==> src/rtl/jtag_dr_serializer_if.sv <==
// FIFO-side bundle for the JTAG DR serializer: the TCK-domain FIFO
// presents empty/head word (FWFT) and the serializer returns a pop strobe.
//   fifo_empty : FIFO has no word
//   fifo_data  : FIFO head word, valid while !fifo_empty
//   fifo_rd_en : pop head on the same TCK rising edge
interface jtag_dr_serializer_if #(
    parameter int WIDTH = 8
);
    logic             fifo_empty;
    logic [WIDTH-1:0] fifo_data;
    logic             fifo_rd_en;

    modport master (
        output fifo_empty,
        output fifo_data,
        input  fifo_rd_en
    );

    modport slave (
        input  fifo_empty,
        input  fifo_data,
        output fifo_rd_en
    );
endinterface

==> src/rtl/jtag_dr_serializer.sv <==
// JTAG data-register serializer: streams FIFO words out of TDO as
// WIDTH+1-bit frames {data, valid}, LSB first, back to back while Shift-DR.
//   TCK, TRST          : test clock, async active-low reset
//   capture_dr/shift_dr: TAP state qualifiers for this register
//   fifo (slave)       : FIFO empty/head word in, pop strobe out
//   tdo, busy          : serial output (falling edge), SHIFT state
//   underrun_cnt       : frames loaded from an empty FIFO (saturating)
//   drop_cnt           : popped words abandoned before completion (saturating)
module jtag_dr_serializer #(
    parameter int WIDTH = 8,
    parameter int CNT_W = 8
) (
    input  logic             TCK,
    input  logic             TRST,
    input  logic             capture_dr,
    input  logic             shift_dr,
    jtag_dr_serializer_if.slave fifo,
    output logic             tdo,
    output logic             busy,
    output logic [CNT_W-1:0] underrun_cnt,
    output logic [CNT_W-1:0] drop_cnt
);
    localparam int BW = $clog2(WIDTH + 1);
    localparam logic [BW-1:0] LAST = BW'(WIDTH);

    typedef enum logic {
        IDLE  = 1'b0,
        SHIFT = 1'b1
    } state_e;

    state_e           state_q, state_d;
    logic [WIDTH:0]   sr_q, sr_d;
    logic [BW-1:0]    bit_cnt_q, bit_cnt_d;
    logic             frame_valid_q, frame_valid_d;
    logic [CNT_W-1:0] under_q, under_d;
    logic [CNT_W-1:0] drop_q, drop_d;
    logic             tdo_q;

    logic in_shift;
    logic reload;
    logic load;
    logic do_shift;
    logic abandon;

    assign in_shift = (state_q == SHIFT);
    // Last bit is on TDO; this edge completes the frame and fetches the next.
    assign reload   = in_shift & shift_dr & (bit_cnt_q == LAST);
    assign load     = capture_dr | reload;
    assign do_shift = in_shift & shift_dr & ~capture_dr & (bit_cnt_q != LAST);
    // Leaving SHIFT, or re-capturing anywhere but the reload edge, loses the word.
    assign abandon  = in_shift & frame_valid_q &
                      ((~capture_dr & ~shift_dr) | (capture_dr & ~reload));

    assign fifo.fifo_rd_en = load & ~fifo.fifo_empty & TRST;

    always_comb begin
        state_d       = state_q;
        sr_d          = sr_q;
        bit_cnt_d     = bit_cnt_q;
        frame_valid_d = frame_valid_q;
        under_d       = under_q;
        drop_d        = drop_q;

        if (load) begin
            sr_d          = fifo.fifo_empty ? '0 : {fifo.fifo_data, 1'b1};
            bit_cnt_d     = '0;
            frame_valid_d = ~fifo.fifo_empty;
            if (fifo.fifo_empty && under_q != '1)
                under_d = under_q + 1'b1;
        end else if (do_shift) begin
            sr_d      = {1'b0, sr_q[WIDTH:1]};
            bit_cnt_d = bit_cnt_q + 1'b1;
        end

        if (abandon && drop_q != '1)
            drop_d = drop_q + 1'b1;

        unique case (state_q)
            IDLE:    if (capture_dr) state_d = SHIFT;
            SHIFT:   if (!capture_dr && !shift_dr) state_d = IDLE;
            default: state_d = IDLE;
        endcase
    end

    always_ff @(posedge TCK or negedge TRST) begin
        if (!TRST) begin
            state_q       <= IDLE;
            sr_q          <= '0;
            bit_cnt_q     <= '0;
            frame_valid_q <= 1'b0;
            under_q       <= '0;
            drop_q        <= '0;
        end else begin
            state_q       <= state_d;
            sr_q          <= sr_d;
            bit_cnt_q     <= bit_cnt_d;
            frame_valid_q <= frame_valid_d;
            under_q       <= under_d;
            drop_q        <= drop_d;
        end
    end

    // TDO launches on the falling edge so the TAP samples it on the next rise.
    always_ff @(negedge TCK or negedge TRST) begin
        if (!TRST) tdo_q <= 1'b0;
        else       tdo_q <= sr_q[0];
    end

    assign tdo          = tdo_q;
    assign busy         = in_shift;
    assign underrun_cnt = under_q;
    assign drop_cnt     = drop_q;
endmodule

==> src/flat_wrapper.sv <==
// flat-port wrapper written by rule: the top's interface ports become plain ports
module jtag_dr_serializer_flat 
#(
    parameter int WIDTH = 8,
    parameter int CNT_W = 8
)
  (TCK, TRST, capture_dr, shift_dr, tdo, busy, underrun_cnt, drop_cnt, fifo_fifo_empty, fifo_fifo_data, fifo_fifo_rd_en);
  jtag_dr_serializer_if #(.WIDTH(WIDTH)) fifo_i ();
  input  logic TCK;
  input  logic TRST;
  input  logic capture_dr;
  input  logic shift_dr;
  output logic tdo;
  output logic busy;
  output logic [CNT_W-1:0] underrun_cnt;
  output logic [CNT_W-1:0] drop_cnt;
  input wire logic [$bits(fifo_i.fifo_empty)-1:0] fifo_fifo_empty;
  input wire logic [$bits(fifo_i.fifo_data)-1:0] fifo_fifo_data;
  output wire logic [$bits(fifo_i.fifo_rd_en)-1:0] fifo_fifo_rd_en;
  assign fifo_i.fifo_empty = fifo_fifo_empty;
  assign fifo_i.fifo_data = fifo_fifo_data;
  assign fifo_fifo_rd_en = fifo_i.fifo_rd_en;
  jtag_dr_serializer #(.WIDTH(WIDTH), .CNT_W(CNT_W)) u_core (.TCK(TCK), .TRST(TRST), .capture_dr(capture_dr), .shift_dr(shift_dr), .fifo(fifo_i), .tdo(tdo), .busy(busy), .underrun_cnt(underrun_cnt), .drop_cnt(drop_cnt));
endmodule
==> config.mk <==
export PLATFORM = sky130hd
export DESIGN_NAME = jtag_dr_serializer_flat
export DESIGN_NICKNAME = d
export VERILOG_FILES = /design/src/rtl/jtag_dr_serializer_if.sv /design/src/rtl/jtag_dr_serializer.sv /design/src/flat_wrapper.sv
export SDC_FILE = /design/constraint.sdc
export NUM_CORES = 1
export LEC_CHECK = 0
export ABC_AREA = 1
export BUFFER_PORTS_ARGS = -buffer_cell sky130_fd_sc_hd__clkbuf_2
export CELL_PAD_IN_SITES_DETAIL_PLACEMENT = 2
export CELL_PAD_IN_SITES_GLOBAL_PLACEMENT = 2
export CORE_ASPECT_RATIO = 1.1
export CORE_UTILIZATION = 31
export DETAILED_ROUTE_END_ITERATION = 10
export PLACE_DENSITY_LB_ADDON = 0.12
export SYNTH_ARGS = -nofsm -noshare
export SYNTH_HDL_FRONTEND = slang
export SYNTH_SLANG_ARGS = --single-unit
==> constraint.sdc <==
create_clock -name TCK -period 1.57 [get_ports TCK]
set_input_delay 0.157 -clock TCK [delete_from_list [all_inputs] [get_ports TCK]]
set_output_delay 0.157 -clock TCK [all_outputs]
set_load 0.02 [all_outputs]
; ---- Yosys cells after proc, flatten, opt, wreduce, memory -nomap -nowiden
; Cells that the tools add are included.
[totals]
output_inout_bits = 19
reg_bits = 32
inputBits = 13
[classes]
bitwise_logic = 17
eq_ne = 4
add_sub_neg = 3
n_reduce_logical = 7
muxes = 8
[ops]
columns = op, n
row1 = 2-to-1 mux 9 bit, 3
row2 = adder 8 x 1 -> 8 bit (second input constant), 2
row3 = != test 8 bit (second input constant), 2
row4 = bitwise AND 1 bit, 10
row5 = 2-to-1 mux 4 bit, 2
row6 = inverter 1 bit, 5
row7 = adder 4 x 1 -> 4 bit (second input constant), 1
row8 = equality test 4 bit (second input constant), 1
row9 = != test 4 bit (second input constant), 1
row10 = logical AND 1 bit, 3
row11 = logical NOT 1 bit, 2
row12 = 2-to-1 mux 1 bit, 2
row13 = OR 1 bit, 2
row14 = case mux 1 bit (2 select lines), 1
row15 = AND reduction 2 bit, 1
row16 = nonzero test 2 bit, 1

; ---- Longest topological paths before layout
; Gate-level depths: netlist (run 1).
[logic_depth]
word_depth = 7
mapped_depth = 11

==> results of run 1 <==
[layer usage]
layer	vias up	track usage (%)	share of wire, %	wire length (microns)
li1	850	-	-	-
met1	862	24.0	47	2640
met5	-	0	0	0
met2	25	33.5	50	2820
met3	5	4.05	2.3	130
met4	0	5.09	0.96	54
[synth_stat cells]
cell type | number | area, sq um
nand3_2 | 2 | 20.0
nand2_2 | 1 | 6.26
clkbuf_8 | 1 | 13.8
nand3_1 | 15 | 75.1
dfrtp_1 | 31 | 776
nand2_1 | 113 | 424
dfrtn_1 | 1 | 25.0
buf_2 | 1 | 5.00
nand3b_1 | 4 | 30.0
nor3_1 | 1 | 5.00
nand2_4 | 2 | 22.5
nor2_1 | 13 | 48.8
nor2_2 | 1 | 6.26
nor2_4 | 1 | 11.3
xnor2_1 | 3 | 26.3
buf_6 | 1 | 11.3
clkinv_1 | 1 | 3.75
and3_1 | 1 | 6.26
xor2_1 | 5 | 43.8
ha_1 | 4 | 50.1
clkbuf_1 | 1 | 3.75
inv_2 | 3 | 11.3
nand4_1 | 3 | 18.8
a21oi_1 | 2 | 10.0
inv_1 | 26 | 97.6
o21ai_0 | 7 | 35.0
[what timing repair did]
item | CTS | global route
pin swaps | 2 | 3
hold buffers | 1 | 0
endpoints found under the hold margin | 31 | 0
resized for setup | 9 | 11
setup buffers | 4 | 4
endpoints found under the setup margin | 8 | 19
[logic make-up (layout without fill, tap and decap cells)]
logic type / after synthesis / after routing
and+or+nand+nor: 157 / 157
buffers and inverters: 34 / 89
xor gates and xnor gates: 8 / 8
AOI/OAI and AO/OA: 9 / 9
adders and majority gates: 4 / 4
DFF: 32 / 32
[power breakdown]
group / switching [mW] / internal [mW] / leakage, nW
Clock: 0.348 / 0.470 / 0.0541
Sequential: 0.153 / 0.969 / 0.418
Combinational: 0.525 / 0.355 / 0.877
Total: 1.03 / 1.79 / 1.35
[worst max path at each step]
stage | startpoint | end | slack, ps | cells after the start
floorplan | u_core.bit_cnt_q[0]$_DFFE_PN0P_ | fifo_fifo_rd_en | 50 | 9
CTS | u_core.tdo$_DFF_NN0_ | tdo | -220 | 1
detailed placement | u_core.bit_cnt_q[0]$_DFFE_PN0P_ | u_core.underrun_cnt[2]$_DFFE_PN0P_ | 70 | 10
finish | u_core.tdo$_DFF_NN0_ | tdo | -220 | 1
global placement | u_core.bit_cnt_q[0]$_DFFE_PN0P_ | fifo_fifo_rd_en | 100 | 9
global route | u_core.tdo$_DFF_NN0_ | tdo | -240 | 1
[area by class of cell]
cell class	instances	area, sq um	area share (%)
Clock buffer	5	68.8	2.95
Clock inverter	3	42.5	1.82
Inverter	30	113	4.82
Multi-Input combinational cell	178	886	37.9
Sequential cell	32	801	34.3
Tap cell	75	93.8	4.02
Timing Repair Buffer	51	330	14.1
[registers in the layout, summed over array words and instances, names as in the netlist]
| register | flops |
|---|---|
| u_core.tdo | 1 |
| u_core.bit_cnt_q | 4 |
| u_core.sr_q | 9 |
| u_core.underrun_cnt | 8 |
| u_core.drop_cnt | 8 |
| u_core.frame_valid_q | 1 |
| u_core.busy | 1 |
==> run metrics, run 1 <==
CTS Sinks 32; Critical Path RT 1410 ps; dpl cell area 2080 sq um; post-route setup slack -220 ps; Final ANT Viol Nets 0; DP HPWL 3.70 mm; Reg2Reg Setup Slack 60 ps; Mapped Cells 244; most common cell after layout, fill and taps aside nand2_1; clock buffer depth 2; Layout Nets 315; clock root buffer clkbuf_8; Die ar. 6070 sq um; hold depth 3; overall power 2.82 mW; area share of fa/ha/maj cells after synthesis 2.80%; Total Wirelength 5.64 mm; Setup crit end kind primary output; Synth Area in Compound Gates 2.52%; peak supply drop 0.000646 V; post-layout instance area 2330 sq um; Synth Area in XOR/XNOR 3.92%; Crit Reg-Reg Startpoint u_core.bit_cnt_q[1]$_DFFE_PN0P_; # DRC 0; largest family of logic cells by synthesized area simple AND/OR/NAND/NOR gates; Vias/cell 4.66; kind of cell adding the most delay to the critical path flip-flops; commonest non-fill, non-tap cells in the layout nand2_1, dfrtp_1, clkbuf_2; initial antenna violation count 0; initial DRC count 46; final setup violation count 2; synth-to-layout area growth 30.7%; max-slew violations 0; CP max-delay cell dfrtn_1; hold slack 107 ps; share of cells above drive strength 1 25.4%; worst-path fanout max 1; Buf/Inv on CP 1; CTS Buf Count 5; Place WS 73.2 ps; wire length per cell 15.1 microns; post-synthesis simple-gate area fraction 37.7%; number of diodes 0; die height 81.6 microns; Post-Route Skew 8.28 ps; RSZ-0062 raised after global routing true; Total GRT Usage 19.3%; Fin. Hold Viols 0; post-synthesis net count 261; TritonRoute pass-1 iters 4; post-route insts no fill 374; Filler Cells Inserted 675; vias in the first global route 1819; sequential element share of the synthesized area 44.8%; run status complete, but fails checks; # rows 28; clk slew on worst S/H paths 70 ps; syn avg cell area 7.32 sq um; share of cell area taken by muxes after synthesis 0%; largest net degree at the start of global routing 32; Yosys warnings 0; Cell variety after synth 26; CP Launch Type flop; CTS tree yes; Worst-Margin Slew 419 ps; grt total ovfl 0; FF+latch count, synth 32; slew margin rel. 72.1%; first-pass GRT wire length 8.68 mm; critical path class flop to primary output; Port Buf Inserts 31; CP peak stage delay 410 ps; Die Wd 74.4 microns; Final GP Congestion 0.721; final core occ 42.7%; Worst R2R Path Depth 11; static leakage 1.35 nW; hold crit path type input pin to flop; Clock H-tree levels 2; Clock Latency Late Sink 290 ps; Cell Area, Synth 1790 sq um; top-level port count 32; maxcap violations 0; PwrDens 1210 nW/um^2; failing checks negative setup slack; CP arrival 1630 ps; total core area 5470 sq um; Initial Util 32.7%; Hold Path End u_core.sr_q[8]$_DFFE_PN0P_; Setup TNS -282 ps; critical path, cell by cell clkbuf_8; hold path start fifo_fifo_data[7]; Vias 1742; cell total after placement 357; Crit Reg-Reg Endpoint u_core.underrun_cnt[0]$_DFFE_PN0P_
No activity file was read; power rests on OpenSTA's default activity.
==> inputs of run 2 (changes only) <==
--- a/config.mk
+++ b/config.mk
@@ -5,12 +5,12 @@
 export SDC_FILE = /design/constraint.sdc
 export NUM_CORES = 1
 export LEC_CHECK = 0
-export ABC_AREA = 1
+export ABC_AREA = 0
 export BUFFER_PORTS_ARGS = -buffer_cell sky130_fd_sc_hd__clkbuf_2
 export CELL_PAD_IN_SITES_DETAIL_PLACEMENT = 2
 export CELL_PAD_IN_SITES_GLOBAL_PLACEMENT = 2
 export CORE_ASPECT_RATIO = 1.1
-export CORE_UTILIZATION = 31
+export CORE_UTILIZATION = 34
 export DETAILED_ROUTE_END_ITERATION = 10
 export PLACE_DENSITY_LB_ADDON = 0.12
 export SYNTH_ARGS = -nofsm -noshare
==> run metrics, run 2 <==
run status complete, but fails checks; largest register by flop count u_core.sr_q; syn avg cell area 11.3 sq um (+54%); Post-Route Skew 4.54 ps (-3.74 ps); Cell Area, Synth 1550 sq um (-13%); Vias 1429 (-18%); Place WS -90.2 ps (-163 ps); GRT busiest layer met2; Final GP Congestion 0.724 (+0.47%); synth-to-layout area growth 53.4%; most common cell in the netlist dfrtp_1; Crit Reg-Reg Startpoint u_core.bit_cnt_q[0]$_DFFE_PN0P_; fmax 0.555 GHz; clk slew on worst S/H paths 70 ps (about the same); hold crit path type input pin to flop; slew margin rel. 67.5% (-4.6 points); Vias/cell 5.52 (+18%); final setup violation count 27 (+25); Worst-Margin Slew 486 ps (+67.6 ps); Primary FF master, synth dfrtp_1; share of cells above drive strength 1 53.2% (+28 points); largest cells by area after synthesis dfrtp_1, xor2_1, ha_1; Port Buf Inserts 31 (unchanged); largest net degree at the start of global routing 20 (-38%); top-level port count 32 (unchanged); Clock H-tree levels 2 (unchanged); DP HPWL 3.24 mm (-12%); Cell variety after synth 42 (+62%); CP arrival 1650 ps (+20 ps); period utilisation layout 115%; min Tclk post-route 1800 ps; GR Layer Usage met1 27.2% (+3.2 points); Fin. Hold Viols 0 (unchanged); CP peak stage delay 360 ps (-50 ps); GRT met2 Usage 43.5% (+10 points); largest area contributor in the netlist dfrtp_1; Critical Path RT 1410 ps (about the same); initial antenna violation count 0 (unchanged); max reg flops 9 (unchanged); FF+latch count, synth 32 (unchanged); clock buffer depth 2 (unchanged); post-synthesis net count 155 (-41%); critical path, cell by cell inv_1 > ha_4 > and3b_2 > a21oi_4 > nor2_4 > and2_4 > buf_8; Die Wd 66.5 microns (-11%); Initial Util 35.7% (+3.0 points); ys async rst share 100% (unchanged); CTS tree yes; Filler Cells Inserted 421 (-38%); Clock Latency Late Sink 300 ps (about the same); worst-path fanout max 2 (+1); sequential element share of the synthesized area 51.5% (+6.7 points); GR Util met3 3.28% (-0.77 points); static leakage 1.09 nW (-19%); Total GRT Usage 24.1% (+4.8 points); die height 72.9 microns (-11%); maxcap violations 0 (unchanged); grt total ovfl 0 (unchanged); critical path class flop to primary output; vias in the first global route 1581 (-13%); # rows 25 (-11%); max-slew violations 0 (unchanged); Post-synth EDFFs 0 (unchanged); overall power 3.12 mW (+11%); CP Launch Type flop; total core area 4350 sq um (-20%); Mapped Cells 138 (-43%); Layout Nets 221 (-30%); first-pass GRT wire length 8.29 mm (-4.5%); Setup crit end kind primary output; number of diodes 0 (unchanged); Buf/Inv on CP 2 (+1); RSZ-0062 raised after global routing true; CP max-delay cell dfrtp_1; # DRC 0 (unchanged); kind of cell adding the most delay to the critical path simple AND/OR/NAND/NOR gates; Final ANT Viol Nets 0 (unchanged); peak supply drop 0.00106 V (+64%); Post-synth top cells dfrtp_1, xor2_1, nor2_1; TritonRoute pass-1 iters 4 (unchanged); top-area cell type share of the netlist area 49.9% (+6.5 points); post-route setup slack -233 ps (-12.6 ps); Yosys warnings 0 (unchanged); Die ar. 4850 sq um (-20%); initial DRC count 33 (-28%); failing checks negative setup slack; commonest non-fill, non-tap cells in the layout clkbuf_2, dfrtp_1, buf_4; CTS Buf Count 5 (unchanged); clock root buffer clkbuf_8; wire length per cell 22.9 microns (+52%); most common cell after layout, fill and taps aside clkbuf_2; Critical path origin u_core.bit_cnt_q[0]$_DFFE_PN0P_; hold path start fifo_fifo_data[4]; CTS Sinks 32 (unchanged); PwrDens 1310 nW/um^2 (+8.5%); Total Wirelength 5.93 mm (+5.2%)
## run 2: cell count changes in the layout (fill, tap and decap cells not counted), sizes merged, moves of 4 or more
cell,before,now
xor2,5,10
inv,29,4
a21oi,2,6
o2bb2ai,0,5
o21ai,7,1
buf,20,32
nor3,1,7
nand2,116,7
nor2,15,9
nand3,17,6
a22oi,0,5
## run 2: kinds of logic (layout without fill, tap and decap cells)
group | Yosys count | in the layout | synth area share (%)
adders and majority gates | 4 | 4 | 3.22
buffers and inverters | 8 | 75 | 2.09
muxes | 3 | 3 | 2.17
DFF | 32 | 32 | 51.5
xor gates and xnor gates | 13 | 13 | 7.33
and+or+nand+nor | 48 | 48 | 17.4
AOI/OAI and AO/OA | 30 | 30 | 16.3
## run 2: layout make-up
cell class              instances  area [sq um]  area share, %
inverters                       4          15.0          0.630
repair buffers                 63           463           19.4
well taps                      54          67.6           2.83
clock buffers                   8          90.1           3.78
flip-flops and latches         32           805           33.8
multi-input cells              98           943           39.6
## run 2: metrics by stage
stage | instances | utilization [%] | TNS [ps] | hold WS, ps | cell area, sq um
after floorplan | 138 | - | -62.3 | -139 | 1590
after global placement | 240 | 44.7 | -25.5 | 179 | 1940
after detailed placement | 240 | 44.7 | -743 | 188 | 1940
after CTS | 256 | 51.5 | -2080 | 61.3 | 2240
after global routing | 259 | 54.8 | -4710 | 65.1 | 2380
final | 259 | 54.8 | -3020 | 71.3 | 2380
## run 2: routing by layer
metal,vias up,part of all wire [%]
met1,736,40
met5,-,0
met4,0,2.8
met2,39,55
met3,15,2.5
li1,639,-
## run 2: path summary, 6_finish.rpt
check / slack [ps] / to / cells after the start
min in group asynchronous: 440 / u_core.drop_cnt[6]$_DFFE_PN0P_ / 3
max in group asynchronous: 520 / u_core.tdo$_DFF_NN0_ / 2
max reg2reg: -230 / u_core.drop_cnt[5]$_DFFE_PN0P_ / 7
max: -230 / fifo_fifo_rd_en / 7
min: 70 / u_core.sr_q[5]$_DFFE_PN0P_ / 2
min reg2reg: 520 / u_core.drop_cnt[0]$_DFFE_PN0P_ / 1
## run 2: timing repair
item,in CTS,in global routing
pin swaps,15,11
endpoints found under the hold margin,31,0
setup buffers,7,3
setup endpoints to repair,18,30
hold buffers,1,0
resized for setup,31,21
## run 2: power breakdown
part	switching, mW	total [mW]	internal, mW
logic	0.668	1.17	0.502
registers	0.248	1.26	1.01
clock network	0.336	0.694	0.358
total	1.25	3.12	1.87
==> inputs of run 3 (changes only) <==
--- a/config.mk
+++ b/config.mk
@@ -16,3 +16,4 @@
 export SYNTH_ARGS = -nofsm -noshare
 export SYNTH_HDL_FRONTEND = slang
 export SYNTH_SLANG_ARGS = --single-unit
+export TNS_END_PERCENT = 10
==> run metrics, run 3 (synthesis results as in run 2) <==
run status complete, but fails checks; failing checks negative setup slack; critical path class flop to primary output; Crit Reg-Reg Endpoint u_core.underrun_cnt[1]$_DFFE_PN0P_; Critical Path RT 1410 ps (about the same); CTS Sinks 32 (unchanged); number of diodes 0 (unchanged); Clock power frac 23.4% (+1.2 points); Reg2Reg Setup Slack -110 ps (+120 ps); Buf/Inv on CP 1 (-1); slew margin rel. 76.8% (+9.3 points); die height 72.9 microns (unchanged); post-route setup slack -192 ps (+40.5 ps); CP Launch Type flop; Clock H-tree levels 2 (unchanged); peak supply drop 0.000774 V (-27%); critical path, cell by cell clkbuf_8; Layout Nets 215 (-2.7%); Sw Ratio 38.7% (-1.4 points); synth-to-layout area growth 40.7%; Setup TNS -1680 ps (+1340 ps); Die ar. 4850 sq um (unchanged); top-level port count 32 (unchanged); kind of cell adding the most delay to the critical path flip-flops; final setup violation count 25 (-7.4%); Worst R2R Path Depth 7 (unchanged); Comb pwr share 34.7% (-2.8 points); first-pass GRT wire length 8.11 mm (-2.2%); static leakage 1.03 nW (-5.2%); Total GRT Usage 23.4% (-0.65 points); Clock Latency Late Sink 290 ps (about the same); sw power 1.13 mW (-10%); hold depth 2 (unchanged); Final ANT Viol Nets 0 (unchanged); PwrDens 1330 nW/um^2 (+1.4%); commonest non-fill, non-tap cells in the layout dfrtp_1, clkbuf_2, buf_4; period utilisation layout 112% (-2.6 points); Post-Route Skew 7.46 ps (+2.92 ps); CP max-delay cell dfrtn_1; largest register by flop count u_core.sr_q; maxcap violations 0 (unchanged); Worst-Margin Slew 347 ps (-139 ps); most common cell after layout, fill and taps aside dfrtp_1; Die Wd 66.5 microns (unchanged); grt total ovfl 0 (unchanged); initial DRC count 51 (+55%); RSZ-0062 raised after global routing true; sequential power share 41.8% (+1.5 points); CTS tree yes; wire length per cell 20.0 microns (-13%); max-slew violations 0 (unchanged); total core area 4350 sq um (unchanged); crit path capture tdo; # rows 25 (unchanged); min Tclk post-route 1760 ps (-40.5 ps); Fin. Hold Viols 0 (unchanged); fmax 0.568 GHz (+2.4%); clock buffer depth 2 (unchanged); Critical path origin u_core.tdo$_DFF_NN0_; Port Buf Inserts 31 (unchanged); Vias 1356 (-5.1%); CP arrival 1610 ps (-40 ps); overall power 2.91 mW (-7.0%); DP HPWL 3.37 mm (+4.1%); TritonRoute pass-1 iters 4 (unchanged); cell-internal power 1.78 mW (-4.9%); Vias/cell 5.36 (-2.9%); hold crit path type input pin to flop; Final GP Congestion 0.728 (+0.51%); max reg flops 9 (unchanged); initial antenna violation count 0 (unchanged); Setup crit end kind primary output; vias in the first global route 1504 (-4.9%); CTS Buf Count 5 (unchanged); Crit Reg-Reg Startpoint u_core.bit_cnt_q[0]$_DFFE_PN0P_; worst-path fanout max 1 (-1); Initial Util 35.7% (unchanged); # DRC 0 (unchanged); Total Wirelength 5.07 mm (-15%); CP peak stage delay 390 ps (+30 ps); share of cells above drive strength 1 46.2% (-6.9 points); largest net degree at the start of global routing 20 (unchanged); clk slew on worst S/H paths 70 ps (about the same); clock root buffer clkbuf_8; Worst path depth 1 (-6)
-- run 3: routing by layer --
layer	up-vias	global-route usage, %	wire length (microns)
met2	27	42.9	2810
met4	0	8.98	78
met5	-	0	0
met1	692	25.7	2040
met3	9	5.78	141
li1	628	-	-
-- run 3: what timing repair did --
item | 4_1_cts | 5_1_grt
gates resized for setup | 19 | 7
hold buffers | 1 | 0
cloned | 0 | 0
endpoints found under the hold margin | 31 | 0
pin swaps | 6 | 6
setup endpoints to repair | 21 | 28
setup buffers | 3 | 0
-- run 3: per-stage QoR --
stage / util [%] / hold slack [ps] / setup slack (ps) / area, sq um / cells
3_3_place_gp: 44.7 / 184 / -40.4 / 1940 / 241
5_1_grt: 50.3 / 78.6 / -238 / 2190 / 253
2_1_floorplan: - / -139 / -38.2 / 1580 / 138
3_5_place_dp: 44.7 / 196 / -129 / 1940 / 241
6_report: 50.3 / 77.7 / -192 / 2190 / 253
4_1_cts: 49.5 / 67.8 / -241 / 2150 / 253
-- run 3: worst min path at each step --
| stage | startpoint | endpoint | slack (ps) |
|---|---|---|---|
| after floorplan | TRST | u_core.bit_cnt_q[0]$_DFFE_PN0P_ | -140 |
| after global placement | TRST | u_core.drop_cnt[7]$_DFFE_PN0P_ | 180 |
| after detailed placement | TRST | u_core.drop_cnt[6]$_DFFE_PN0P_ | 200 |
| after CTS | fifo_fifo_data[1] | u_core.sr_q[2]$_DFFE_PN0P_ | 70 |
| after global routing | fifo_fifo_data[2] | u_core.sr_q[3]$_DFFE_PN0P_ | 80 |
| final | fifo_fifo_data[1] | u_core.sr_q[2]$_DFFE_PN0P_ | 80 |
-- run 3: cell type report --
type / count / area, sq um
sequential: 32 / 802
multi-input combinational: 98 / 833
timing repair buffer: 57 / 375
fill: 434 / 2160
clock inverter: 2 / 10.0
inverter: 4 / 15.0
clock buffer: 6 / 82.6
tap: 54 / 67.6
-- run 3: power by group through the flow --
| stage | combinational, mW | clock [mW] | sequential [mW] |
|---|---|---|---|
| after global routing | 1.10 | 0.725 | 1.24 |
| after floorplan | 0.314 | 0 | 1.40 |
| after CTS | 1.01 | 0.693 | 1.21 |
| final | 1.01 | 0.681 | 1.22 |
| after detailed placement | 0.953 | 0 | 1.22 |
| after global placement | 0.899 | 0 | 1.19 |
